File: src/rtl/apb_top_module.sv
// APB master FSM driving an internal 256x8 register-file slave.
// Define APB_WAIT_STATE_EN to insert WAIT_STATES slave wait cycles per access.
module apb_top_module #(
  parameter int ADDR_WIDTH  = 8,
  parameter int DATA_WIDTH  = 8,
  parameter int WAIT_STATES = 2
) (
  input  logic                  pclk,
  input  logic                  preset,
  input  logic                  transfer,
  input  logic                  read_write,
  input  logic [ADDR_WIDTH-1:0] apb_write_paddr,
  input  logic [DATA_WIDTH-1:0] apb_write_data,
  input  logic [ADDR_WIDTH-1:0] apb_read_paddr,
  output logic                  pready,
  output logic [DATA_WIDTH-1:0] prdata
);
  localparam int DEPTH = 2 ** ADDR_WIDTH;

  typedef enum logic [1:0] {IDLE, SETUP, ACCESS} state_t;

  state_t                state, state_nxt;
  logic                  psel, penable, wait_done, capture;
  logic                  pwrite;
  logic [ADDR_WIDTH-1:0] paddr;
  logic [DATA_WIDTH-1:0] pwdata;
  logic [DATA_WIDTH-1:0] mem [DEPTH];

  always_ff @(posedge pclk or negedge preset)
    if (!preset) state <= IDLE;
    else         state <= state_nxt;

  always_comb begin
    state_nxt = state;
    psel      = 1'b0;
    penable   = 1'b0;
    capture   = 1'b0;
    case (state)
      IDLE: if (transfer) begin
        state_nxt = SETUP;
        capture   = 1'b1;
      end
      SETUP: begin
        psel      = 1'b1;
        state_nxt = ACCESS;
      end
      ACCESS: begin
        psel    = 1'b1;
        penable = 1'b1;
        if (pready) begin
          state_nxt = transfer ? SETUP : IDLE;
          capture   = transfer;
        end
      end
      default: state_nxt = IDLE;
    endcase
  end

  // Request fields are latched only when entering SETUP; later input churn is ignored.
  always_ff @(posedge pclk or negedge preset)
    if (!preset) begin
      pwrite <= 1'b0;
      paddr  <= '0;
      pwdata <= '0;
    end else if (capture) begin
      pwrite <= read_write;
      paddr  <= read_write ? apb_write_paddr : apb_read_paddr;
      pwdata <= apb_write_data;
    end

`ifdef APB_WAIT_STATE_EN
  localparam int CW = (WAIT_STATES > 0) ? $clog2(WAIT_STATES + 1) : 1;
  logic [CW-1:0] wait_cnt;

  // Counts ACCESS cycles; cleared outside ACCESS and on completion.
  always_ff @(posedge pclk or negedge preset)
    if (!preset)                             wait_cnt <= '0;
    else if (state == ACCESS && !wait_done)  wait_cnt <= wait_cnt + CW'(1);
    else                                     wait_cnt <= '0;

  assign wait_done = (wait_cnt == CW'(WAIT_STATES));
`else
  assign wait_done = 1'b1;
`endif

  assign pready = psel & penable & wait_done;

  always_ff @(posedge pclk or negedge preset)
    if (!preset) begin
      for (int i = 0; i < DEPTH; i++) mem[i] <= '0;
    end else if (pready && pwrite) begin
      mem[paddr] <= pwdata;
    end

  always_ff @(posedge pclk or negedge preset)
    if (!preset)                 prdata <= '0;
    else if (pready && !pwrite)  prdata <= mem[paddr];

endmodule

File: config.mk
export PLATFORM = sky130hd
export DESIGN_NAME = apb_top_module
export DESIGN_NICKNAME = d
export VERILOG_FILES = /design/src/rtl/apb_top_module.sv
export SDC_FILE = /design/constraint.sdc
export NUM_CORES = 2
export LEC_CHECK = 0
export BUFFER_PORTS_ARGS = -buffer_cell sky130_fd_sc_hd__buf_2
export CAP_MARGIN = 10
export CORE_MARGIN = 2
export CORE_UTILIZATION = 25
export DETAILED_ROUTE_END_ITERATION = 6
export HOLD_SLACK_MARGIN = 0.06
export PLACE_DENSITY = 0.35
export SLEW_MARGIN = 10
export SYNTH_ARGS = -nofsm -noshare
export SYNTH_HDL_FRONTEND = slang
export SYNTH_SLANG_ARGS = --single-unit
File: constraint.sdc
create_clock -name pclk -period 3.7 [get_ports pclk]
set_clock_uncertainty 0.15 [all_clocks]
set_input_delay 0 -clock pclk [delete_from_list [all_inputs] [get_ports pclk]]
set_output_delay 0 -clock pclk [all_outputs]
set_load 0.03 [all_outputs]
# Word-level counts from Yosys, hierarchy flattened
# Index checks and enable logic that the tools add are counted.
dict set report word_totals {
  regBits 2075
  latch_bits 0
  ram_bits 0
  romBits 0
  input_bits 28
  out_inout_bits 9
  wordCells 292
  memories 0
}
dict set report classes {
  addsub 0
  mul 0
  n_div 0
  n_lt_le_gt_ge 2
  n_eq_ne 4
  shifts 0
  muxes 16
  n_bitwise 2
  reduce_logical 7
}
# op n
set ops {}
lappend ops {{$bwmux W2048} 1}
lappend ops {{$bmux W8 S8} 1}
lappend ops {{$demux W8 S8} 1}
lappend ops {{$mux W8} 4}
lappend ops {{$ge A9 B9 Y1 const B} 1}
lappend ops {{$lt A9 B1 Y1 const B} 1}
lappend ops {{$not A8 Y9} 1}
lappend ops {{$pmux W2 S3} 1}
lappend ops {{$mux W1} 5}
lappend ops {{$mux W2} 2}
lappend ops {{$ne A2 B2 Y1 const B} 2}
lappend ops {{$logic_and A1 B1 Y1} 3}
lappend ops {{$eq A2 B1 Y1 const B} 1}
lappend ops {{$eq A2 B2 Y1 const B} 1}
lappend ops {{$logic_not A2 Y1} 1}
lappend ops {{$pmux W1 S2} 1}
lappend ops {{$reduce_and A2 Y1} 1}
lappend ops {{$reduce_or A2 Y1} 1}
lappend ops {{$and A1 B1 Y1} 1}
lappend ops {{$logic_not A1 Y1} 1}

# Depth between registers and ports, before layout
dict set report depth {
  depth_word 6
  mapped_depth 13
}

# Worst setup path before layout
# No wires, ideal clock.
dict set report synth_timing {
  kind {register to register}
  startpoint {register state[0]}
  endpoint {register mem[1456] in the netlist's numbering}
  setup_ns 0.125
  arrival_ns 2.365
  path_slack_ns 1.060
  path_stages_with_launch 9
  path_buffers 2
  period_less_slack_ns 2.640
  path_cell_list {dfrtp_1 -> and2b_1 -> nand2_1 -> or3_1 -> buf_2 -> nor2_2 -> buf_2 -> nand2_1 -> mux2_2}
}
dict set report synth_via {
  elab_chain_len 5
}
# item line_no
set synth_lines {}
lappend synth_lines {{from (decl)} 22} ;# state_t state, state_nxt;
lappend synth_lines {{from (signal assigned)} 31} ;# else state <= state_nxt;
lappend synth_lines {{$eq A2 B2 Y1 / $eq A2 B1 Y1 (equally long branches)} 38} ;# case (state)
lappend synth_lines {{$reduce_or A2 Y1 (no source line)} n/a}
lappend synth_lines {{$mux W1} 38}
lappend synth_lines {{$and A1 B1 Y1 *} 86} ;# assign pready = psel & penable & wait_done;
lappend synth_lines {{via pready} 15} ;# output logic pready,
lappend synth_lines {{$logic_and A1 B1 Y1 *} 91} ;# end else if (pready && pwrite) begin
lappend synth_lines {{to (signal, indexed assignment)} 92} ;# mem[paddr] <= pwdata;
lappend synth_lines {{to (decl)} 27} ;# logic [DATA_WIDTH-1:0] mem [DEPTH];
# The timed path passes the listed nets; every way through them passes the cells marked *.
# A chain may end at the register's enable or synchronous reset.

# Final worst setup path
dict set report layout_timing {
  startpoint {register paddr[0]}
  endpoint {register prdata[1]}
}
dict set report layout_via {
  elab_chain_len 4
}
# item line_no
set layout_lines {}
lappend layout_lines {{from (decl)} 25} ;# logic [ADDR_WIDTH-1:0] paddr;
lappend layout_lines {{from (signal assigned)} 67} ;# paddr <= read_write ? apb_write_paddr : apb_read_paddr;
lappend layout_lines {{$not A8 Y9 (not written as such)} 97} ;# else if (pready && !pwrite) prdata <= mem[paddr];
lappend layout_lines {{$bmux W8 S8} 97}
lappend layout_lines {{$mux W8 (not written as such) (2 in a row)} 97}
lappend layout_lines {{to (signal assigned)} 97}
lappend layout_lines {{to (decl)} 16} ;# output logic [DATA_WIDTH-1:0] prdata
# No other way between the ends. The select of a mux whose other input is x is not followed.

==> results.cfg <==
[route]
drc = 0
vias = 57200
detail-route-antenna-nets = 0
firstDrtPassIters = 5
drt-total-wl_um = 353000
drt-initial-drc-count = 3483
vias_per_cell = 4.81
routedWlPerCell_um = 29.7

[placement]
dp_hpwl_um = 237000
numPortBuffers = 36
dpl_cell_area_mm2 = 0.105
globalplace.congestion = 0.791
pre_cts_slack_ps = -394
dp.cells = 11400

[critical_path]
crit_arrival_ps = 4270
crit_buf_inv = 4
end_kind = flip-flop
critical-path-max-stage-delay_ps = 580
cp_slowest_cell = mux4_2
critPathLaunchType = flip-flop
cp_cell_sequence = buf_12 -> buf_4 -> mux4_2 -> o2111ai_1 -> nand4_1 -> nor3_2 -> buf_4 -> o211ai_1 -> buf_4 -> o22a_1
cp_top_family = buffers and inverters
crit_path_frequent_cell = buf_4
path_class = flip-flop to flip-flop
critPathMaxFanout = 11
cp.required_ps = 4340

[timing]
relSlewSlack_pct = 16.6
period_minus_slack_ps = 3630
maxSlewViolCount = 0
timing_hold_violations_final = 0
period_share_pct = 98.0
rsz0062_at_grt = false
max_freq_mhz = 276
finalSetupViolCount = 0
layout_setup_ws_ps = 73.3
setup-tns-final_ps = 0
hold_slack_ps = 131
worst_pin_slew_ps = 1250

[yosys]
synth_area_leaders = dfrtp_1 55%, mux2_2 24%, mux4_2 11%, mux2i_1 1.9%, clkbuf_1 1.2%
netlist_area_mm2 = 0.0949
ys_seq_area_share_pct = 54.7
synth-async-reset-ratio_pct = 100
netlist_top_cells_count = 2075 x dfrtp_1, 2038 x mux2_2, 459 x mux4_2
synth_nets = 6211
synth_edf_count = 0
synth_seq_cells = 2075
synth.distinct_cells = 73
synth_top_area_cell = dfrtp_1
yosysMostFrequentCell = dfrtp_1
synthesis.instances = 6183
netlist.area_leader.share_pct = 54.7
ys.warnings.count = 0
ys.flop_type = dfrtp_1
syn_avg_cell_area_um2 = 15.3

[clock_network]
clockBufferDepth = 4
path_clk_slew_ps = 60
cts-root-buf = clkbuf_16
clock_sinks = 2075
post_cts.repair.setup_buffers = 0
cts_made_buffers = 272
clk_latency_ps = 920
cts-htree-levels = 5
tritoncts = built

[global_route]
grt_usage_pct = 18.3
grt_pass1_wl_um = 503000
grt_antenna_before_repair = 18
grt_max_degree = 148
grt_pass1_vias = 61100
grt_overflow_total = 0

[finish]
areaGrowthSynthToFinish_pct = 20.8
final_util_pct = 30.3
nets = 6694
fin_cells = 11900
drive_gt1_share_pct = 53.8
fillers = 37600
finalInstanceArea_mm2 = 0.115

[floorplanning]
dieHeight_um = 620
placementRows = 226
core_mm2 = 0.378
ios = 37
die_area_mm2 = 0.385
floorplan.initialDensity_pct = 25.1
chipWidth_um = 620

[power_and_ir_drop]
p_per_area_mw_per_mm2 = 513
total_leakage_power_nw = 53.6
total_power_mw = 58.8
peakVddDrop_v = 0.000346

[min_path]
hold_path_class = primary input to flip-flop

[job]
max_cap_viol_count = 0

[run_status]
status = finished clean
worst min-delay path: stages:
cell	delay, ps
buf_2	80
mux2i_1	130
dlygate4sd3_1	650
o21ai_0	270
per-layer routing:
| metal | track usage (%) | part of all wire (%) |
|---|---|---|
| met1 | 26.1 | 47 |
| met2 | 29.6 | 47 |
| met3 | 2.54 | 3.5 |
| met4 | 3.92 | 2.1 |
| met5 | 0 | 0 |
final cells by class:
class / count / area, µm² / share of cell area [%]
Antenna cell: 8 / 20.0 / 0.0175
Clock buffer: 413 / 8150 / 7.11
Clock inverter: 64 / 796 / 0.694
Inverter: 5 / 23.8 / 0.0207
Multi-Input combinational cell: 3643 / 41000 / 35.7
Sequential cell: 2075 / 52000 / 45.3
Tap cell: 5016 / 6280 / 5.47
Timing Repair Buffer: 669 / 6470 / 5.64
cell families after synthesis:
group	share of synthesized area (%)
AND/OR/NAND/NOR	3.30
buffers and inverters	2.32
AO/OA/AOI/OAI	2.31
flip-flops	54.7
multiplexers	37.4
what timing repair did:
item | in CTS | in global routing
endpoints found under the hold margin | 2093 | 0
setup endpoints to repair | 4 | 3
resized for setup | 7 | 2
hold buffers | 54 | 0
pin swaps | 2 | 1
flip-flops by register name, indices dropped and copies added, names as in the netlist:
signal,cells
pwrite,1
pwdata,8
prdata,8
paddr,8
state,2
mem,2048
layout by cell type, fill, tap and decap left out, types with 38 or more instances in the layout:
cell	count
clkbuf_16	281
mux2_2	2038
mux4_2	459
a22oi_1	68
buf_4	469
dlygate4sd3_1	53
nand3_1	50
buf_12	110
dfrtp_1	2060
nor2_2	86
nor2_1	66
mux2i_1	180
clkbuf_8	62
o22ai_1	38
clkbuf_1	70
nand2_1	279
a21oi_1	46
path summary, 6_finish.rpt:
path / start / endpoint / slack, ps / cells after the start
setup / recovery: paddr[0]$_DFFE_PN0P_ / prdata[1]$_DFFE_PN0P_ / 70 / 10
hold / removal: apb_write_paddr[1] / paddr[1]$_DFFE_PN0P_ / 130 / 4
setup reg to reg: paddr[0]$_DFFE_PN0P_ / prdata[1]$_DFFE_PN0P_ / 70 / 10
hold reg to reg: state[1]$_DFFE_PN0P_ / state[1]$_DFFE_PN0P_ / 290 / 1
max in group asynchronous: preset / mem[1242]$_DFFE_PN0P_ / 1820 / 6
min in group asynchronous: preset / mem[1211]$_DFFE_PN0P_ / 340 / 4
report_power, final:
part,switching (mW),internal [mW]
combinational,5.15,2.74
clock,10.8,16.1
sequential,0.784,23.3
total,16.7,42.1
No activity file was read; power rests on OpenSTA's default activity.
